$ cat src/rtl/kernel_job_sequencer.sv
// kernel_job_sequencer: job server in front of one start/done style kernel.
// Buffers one pending job, launches the kernel, supervises it with an optional
// timeout and returns each result (or a timeout abort) on a valid/ready port.
module kernel_job_sequencer #(
    parameter int DATA_W  = 64,
    parameter int TIMEOUT = 1024,
    parameter int CNT_W   = 16
) (
    input  logic              clk,
    input  logic              rst_n,
    input  logic              job_valid,
    output logic              job_ready,
    input  logic [DATA_W-1:0] job_n,
    input  logic [DATA_W-1:0] job_a,
    input  logic [DATA_W-1:0] job_b,
    output logic              res_valid,
    input  logic              res_ready,
    output logic [DATA_W-1:0] res_data,
    output logic              res_timeout,
    output logic              k_r_enable,
    output logic [DATA_W-1:0] k_init_n,
    output logic [DATA_W-1:0] k_init_a,
    output logic [DATA_W-1:0] k_init_b,
    input  logic              k_w_enable,
    input  logic [DATA_W-1:0] k_result,
    output logic              busy,
    output logic [CNT_W-1:0]  jobs_done
);

    // Timeout counter only ever needs to reach TIMEOUT-1.
    localparam int TMO_W = (TIMEOUT > 1) ? $clog2(TIMEOUT) : 1;
    localparam logic [TMO_W-1:0] TMO_LAST = (TIMEOUT > 0) ? TMO_W'(TIMEOUT - 1) : '0;
    localparam bit TMO_EN = (TIMEOUT != 0);

    typedef enum logic [1:0] {
        S_IDLE,
        S_LAUNCH,
        S_RUN,
        S_DONE
    } state_t;

    state_t             state_q, state_d;
    logic               buf_full_q, buf_full_d;
    logic [DATA_W-1:0]  buf_n_q, buf_n_d;
    logic [DATA_W-1:0]  buf_a_q, buf_a_d;
    logic [DATA_W-1:0]  buf_b_q, buf_b_d;
    logic [DATA_W-1:0]  init_n_q, init_n_d;
    logic [DATA_W-1:0]  init_a_q, init_a_d;
    logic [DATA_W-1:0]  init_b_q, init_b_d;
    logic [DATA_W-1:0]  res_data_q, res_data_d;
    logic               res_timeout_q, res_timeout_d;
    logic [CNT_W-1:0]   done_cnt_q, done_cnt_d;
    logic [TMO_W-1:0]   tmo_cnt_q, tmo_cnt_d;

    // Kernel runs only in RUN; every other state keeps it parked.
    assign k_r_enable  = (state_q != S_RUN);
    assign job_ready   = ~buf_full_q;
    assign res_valid   = (state_q == S_DONE);
    assign res_data    = res_data_q;
    assign res_timeout = res_timeout_q;
    assign k_init_n    = init_n_q;
    assign k_init_a    = init_a_q;
    assign k_init_b    = init_b_q;
    assign busy        = (state_q != S_IDLE) | buf_full_q;
    assign jobs_done   = done_cnt_q;

    // State and datapath registers; reset parks the kernel and drops all jobs.
    always_ff @(posedge clk or negedge rst_n) begin
        if (!rst_n) begin
            state_q       <= S_IDLE;
            buf_full_q    <= 1'b0;
            buf_n_q       <= '0;
            buf_a_q       <= '0;
            buf_b_q       <= '0;
            init_n_q      <= '0;
            init_a_q      <= '0;
            init_b_q      <= '0;
            res_data_q    <= '0;
            res_timeout_q <= 1'b0;
            done_cnt_q    <= '0;
            tmo_cnt_q     <= '0;
        end else begin
            state_q       <= state_d;
            buf_full_q    <= buf_full_d;
            buf_n_q       <= buf_n_d;
            buf_a_q       <= buf_a_d;
            buf_b_q       <= buf_b_d;
            init_n_q      <= init_n_d;
            init_a_q      <= init_a_d;
            init_b_q      <= init_b_d;
            res_data_q    <= res_data_d;
            res_timeout_q <= res_timeout_d;
            done_cnt_q    <= done_cnt_d;
            tmo_cnt_q     <= tmo_cnt_d;
        end
    end

    // Next-state logic: buffer enqueue, FSM sequencing, result capture.
    always_comb begin
        state_d       = state_q;
        buf_full_d    = buf_full_q;
        buf_n_d       = buf_n_q;
        buf_a_d       = buf_a_q;
        buf_b_d       = buf_b_q;
        init_n_d      = init_n_q;
        init_a_d      = init_a_q;
        init_b_d      = init_b_q;
        res_data_d    = res_data_q;
        res_timeout_d = res_timeout_q;
        done_cnt_d    = done_cnt_q;
        tmo_cnt_d     = tmo_cnt_q;

        // Enqueue only into an empty buffer; dequeue below only from a full
        // one, so the two never collide in the same cycle.
        if (job_valid && !buf_full_q) begin
            buf_full_d = 1'b1;
            buf_n_d    = job_n;
            buf_a_d    = job_a;
            buf_b_d    = job_b;
        end

        case (state_q)
            S_IDLE: begin
                if (buf_full_q) begin
                    init_n_d   = buf_n_q;
                    init_a_d   = buf_a_q;
                    init_b_d   = buf_b_q;
                    buf_full_d = 1'b0;
                    state_d    = S_LAUNCH;
                end
            end
            S_LAUNCH: begin
                tmo_cnt_d = '0;
                state_d   = S_RUN;
            end
            S_RUN: begin
                tmo_cnt_d = tmo_cnt_q + TMO_W'(1);
                // Completion is checked first so it wins a tie with timeout.
                if (k_w_enable) begin
                    res_data_d    = k_result;
                    res_timeout_d = 1'b0;
                    state_d       = S_DONE;
                end else if (TMO_EN && (tmo_cnt_q == TMO_LAST)) begin
                    res_data_d    = '0;
                    res_timeout_d = 1'b1;
                    state_d       = S_DONE;
                end
            end
            S_DONE: begin
                if (res_ready) begin
                    done_cnt_d = done_cnt_q + CNT_W'(1);
                    if (buf_full_q) begin
                        init_n_d   = buf_n_q;
                        init_a_d   = buf_a_q;
                        init_b_d   = buf_b_q;
                        buf_full_d = 1'b0;
                        state_d    = S_LAUNCH;
                    end else begin
                        state_d    = S_IDLE;
                    end
                end
            end
            default: state_d = S_IDLE;
        endcase
    end

endmodule

$ cat config.mk
export PLATFORM = sky130hd
export DESIGN_NAME = kernel_job_sequencer
export DESIGN_NICKNAME = d
export VERILOG_FILES = /design/src/rtl/kernel_job_sequencer.sv
export SDC_FILE = /design/constraint.sdc
export NUM_CORES = 1
export LEC_CHECK = 0
export ABC_AREA = 1
export ABC_CLOCK_PERIOD_IN_PS = 1900
export BUFFER_PORTS_ARGS = -buffer_cell sky130_fd_sc_hd__buf_4
export CAP_MARGIN = 5
export CORE_ASPECT_RATIO = 0.8
export CORE_MARGIN = 4
export CORE_UTILIZATION = 44
export DETAILED_ROUTE_END_ITERATION = 10
export PLACE_DENSITY = 0.76
export SETUP_SLACK_MARGIN = 0.02
export SYNTH_ARGS = -nofsm -noshare
export SYNTH_HDL_FRONTEND = slang
export SYNTH_SLANG_ARGS = --single-unit
$ cat constraint.sdc
create_clock -name clk -period 1.9 [get_ports clk]
set_clock_uncertainty 0.05 [all_clocks]
set_input_delay 0.475 -clock clk [delete_from_list [all_inputs] [get_ports clk]]
set_output_delay 0.475 -clock clk [all_outputs]
set_load 0.1 [all_outputs]
### Word-level counts from Yosys, hierarchy flattened

Index checks and enable logic that the tools add are counted.

* $add $sub $neg: 2
* equality and inequality tests: 8
* mux-type cells: 24
* bitwise logic cells: 2
* reductions and logical operators: 11

Operator list (number)
* $mux 64: 8
* $pmux 64 s2: 3
* $pmux 10 s2: 1
* $add 16x1->16 const B: 1
* $add 10x1->10 const B: 1
* $eq 10x10->1 const B: 1
* $mux 2: 4
* $pmux 2 s4: 1
* $reduce_bool 2->1: 4
* $mux 1: 6
* $reduce_and 2->1: 3
* $eq 2x2->1 const B: 2
* $ne 2x2->1 const B: 2
* $ne 3x3->1 const B: 1
* $reduce_and 3->1: 1
* $eq 2x1->1 const B: 1
* $logic_not 2->1: 1
* $ne 2x1->1 const B: 1
* $pmux 1 s2: 1
* $logic_and 1x1->1: 1
* $logic_not 1->1: 1
* $not 1->1: 1
* $or 1x1->1: 1

* register bits after elaboration: 478
* bits of input ports: 261
* word-level logic and storage cells: 59

### Depth between registers and ports, before layout

* word-level depth: 6
* depth in mapped cells: 10
* gate-level depth less buffers: 9

### Least setup slack after synthesis

Ideal clock, no wire load.

* path kind: register to register
* start: register buf_full_q
* end: register state_q[1]
* library setup time: 0.117 ns
* data arrival time: 2.342 ns
* required time: 1.733 ns
* path slack: -0.608 ns
* cell stages (with the launch flop): 7
* clock period less this slack: 2.508 ns
* path through: dfrtp_1 inv_1 nand2_1 o21ai_0 inv_1 nand3_1 nand2_1

* longest elaborated chain between the ends: 2

Ends and longest elaborated chain
* start, declared: line 43 `logic buf_full_q, buf_full_d;`
* start signal, assigned: line 84 `buf_full_q <= buf_full_d;`
* $ne 2x2->1 (no line)
* $reduce_and 3->1 (no line)
* end signal, assigned: line 83 `state_q <= state_d;`
* end, declared: line 42 `state_t state_q, state_d;`

Every way passes these cells.
A chain may end at the register's enable or synchronous reset.

### Worst setup path in the final report

* start: register state_q[0]
* end: output k_r_enable

* longest elaborated chain between the ends: 1

Ends and longest elaborated chain
* $ne 2x2->1: line 56 `assign k_r_enable = (state_q != S_RUN);`
* end, declared: line 20 `output logic k_r_enable,`

Every way passes these cells.

==> impl_metrics.toml <==
[logic_synthesis]
syn_nets = 2122
ys.flop_type = "dfrtp_1"
ys_seq_area_frac = 0.642
avgSynthCellArea_um2 = 10.0
synth_common_cells = "478 x dfrtp_1, 468 x nand2_1, 186 x nor2_1, 182 x inv_1, 166 x a21oi_1"
ys_ff_latch = 478
synth_cells = 1856
synth_area_mm2 = 0.0186
ys_top_cells_by_area = "dfrtp_1 64%, nand2_1 9.4%, o21ai_2 4.5%, a21oi_1 4.5%, nor2_1 3.7%"
synth_top_area_share = 0.642
yosysMostFrequentCell = "dfrtp_1"
synth_edf_count = 0
yosysTopAreaCell = "dfrtp_1"
ys_async_sr_fraction = 1.00
ys_types = 29
synth_warnings = 0

[cts]
numCtsBuffers = 47
h-tree-depth = 2
clock-sinks = 478
cts.clk_slew.worst_paths_ns = 0.06
cts_root_buf = "clkbuf_16"
clk_path_buf_depth = 3
cts_tree = "done"
clk_latency_ns = 0.56

[route]
drt_iter0_markers = 851
vias_per_cell = 4.94
wl_met2_um = 26600
firstDrtPassIters = 5
avgRoutedWirePerCell_um = 17.5
route.vias.total = 15000
wl_met1_um = 21000
topRoutingLayerUsed = "met4"
dr_wl_met3_um = 4080
drcViolationCount = 0
ant_nets = 0
routed_wl_um = 53200

[layout]
area_growth_pct = 39.3
n_fill_cell = 3254
post_layout_nonfiller_instances = 3040
layout-drive-gt1-share = 0.368
antenna_cells = 0
nNetsFinal = 2718

[global_routing]
grt_overflow = 0
grt_pass1_vias = 15100
grt_pass1_wl_um = 79400
grt_usage = 0.215
antenna_found_initial = 0
grt_max_degree = 66

[worst_setup_path]
critPathKind = "reg2out"
crit_start = "state_q[0]"
start_kind = "register"
worstSetupEndpoint = "k_r_enable"
r2r_start = "state_q[0]"
worstRegToRegCells = 9
r2r_slack_ns = -0.11
cp.arrival_ns = 1.53
end_kind = "output port"
reg2reg_to = "k_init_a[21]"
worst-path-max-fanout = 2
crit_required_ns = 1.37

[place]
dpl.hpwl_um = 37500
gp_congestion = 0.853
place_inst = 2923
dpl_worst_slack_ns = 0.0911
port_buffers = 537

[timing]
tightest_slew_ns = 0.472
hold_viol = 0
rsz0062_at_grt = "yes"
setup_viol = 174
fin_crit_ns = 2.06
min_period_over_period = 1.08
max_freq_ghz = 0.486
setup_slack_ns = -0.156
finalMaxSlewViolations = 0
max_slew_margin = 0.685
hold_slack_ns = 0.0632

[floorplan]
io_pins = 538
die_h_um = 192
core_area_mm2 = 0.0418
start_util = 0.445
die_w_um = 238
die_area_mm2 = 0.0457
rows = 67

[flow_run]
drv_cap = 0

[run_status]
status = "finished with violations"
violations = "setup timing"

[worst_hold_path]
hp-class = "in2reg"
==> flip-flops by register name, summed over array words and instances, names as in the netlist <==
| name | flops |
|---|---|
| buf_a_q | 64 |
| buf_b_q | 64 |
| buf_n_q | 64 |
| k_init_a | 64 |
| k_init_b | 64 |
| k_init_n | 64 |
| res_data | 64 |
| jobs_done | 16 |
| tmo_cnt_q | 10 |
| state_q | 2 |
| buf_full_q | 1 |
| res_timeout | 1 |
==> through the flow <==
stage / util / TNS, ns / area, µm²
after floorplan: - / 0 / 18700
after global placement: 0.567 / 0 / 23700
after detailed placement: 0.567 / 0 / 23700
after CTS: 0.607 / -1.65 / 25400
after global routing: 0.620 / -14.70 / 26000
final: 0.620 / -6.64 / 26000
==> cell usage in the layout (no fill, tap or decap), drive strengths merged, types with 36 or more instances in the layout <==
cell	netlist	final
dfrtp	478	478
inv	182	181
nand2	470	470
o21ai	160	160
mux2	36	36
clkbuf	17	70
nand3	48	48
buf	82	637
a21oi	166	166
nor2	188	188
==> worst min path at each step <==
stage	startpoint	to	slack, ns	cells after the start
finish	k_result[57]	res_data[57]	0.06	3
global route	k_result[32]	res_data[32]	0.04	3
CTS	k_result[2]	res_data[2]	0.01	3
detailed placement	rst_n	buf_b_q[36]	0.36	1
global placement	rst_n	k_init_n[23]	0.36	1
floorplan	rst_n	buf_a_q[0]	0.13	0
==> timing repair <==
item                       CTS  global route
setup endpoints to repair    8           188
gates resized for setup     25            59
hold buffers                 1             0
gates cloned                 0            12
pin swaps                    3             4
setup buffers                5            15
hold endpoints to repair    27             0
==> kinds of logic (layout without fill, tap and decap cells) <==
family	Yosys count	after routing	synth area share
AOI/OAI and AO/OA	330	330	0.109
adders and majority gates	5	5	0.00336
muxes	36	36	0.0218
xor gates and xnor gates	10	10	0.00470
and+or+nand+nor	716	716	0.150
DFF	478	478	0.642
buffers and inverters	281	913	0.0696
==> area by class of cell <==
type                       count  area (µm²)  area share
clock buffer                  62        1320      0.0510
clock inverter                23         243     0.00935
inverter                     182         693      0.0267
multi-input combinational   1097        5570       0.214
sequential                   478       12000       0.461
tap                          552         691      0.0266
timing repair buffer         646        5460       0.210
==> layer usage <==
| layer | track usage | vias up |
|---|---|---|
| met5 | 0 | - |
| met2 | 0.359 | 533 |
| met1 | 0.274 | 7350 |
| met3 | 0.0594 | 97 |
| met4 | 0.0703 | 0 |
| li1 | - | 7031 |
==> worst max-delay path: stages, from the launching register on <==
cell,delay [ns]
dfrtp_2,0.43
inv_4,0.08
ha_4,0.15
clkinvlp_4,0.12
buf_12,0.18
Power is left out: the tool's default activity adds up to more than one toggle a clock period on the data nets, which glitch-free logic cannot reach.
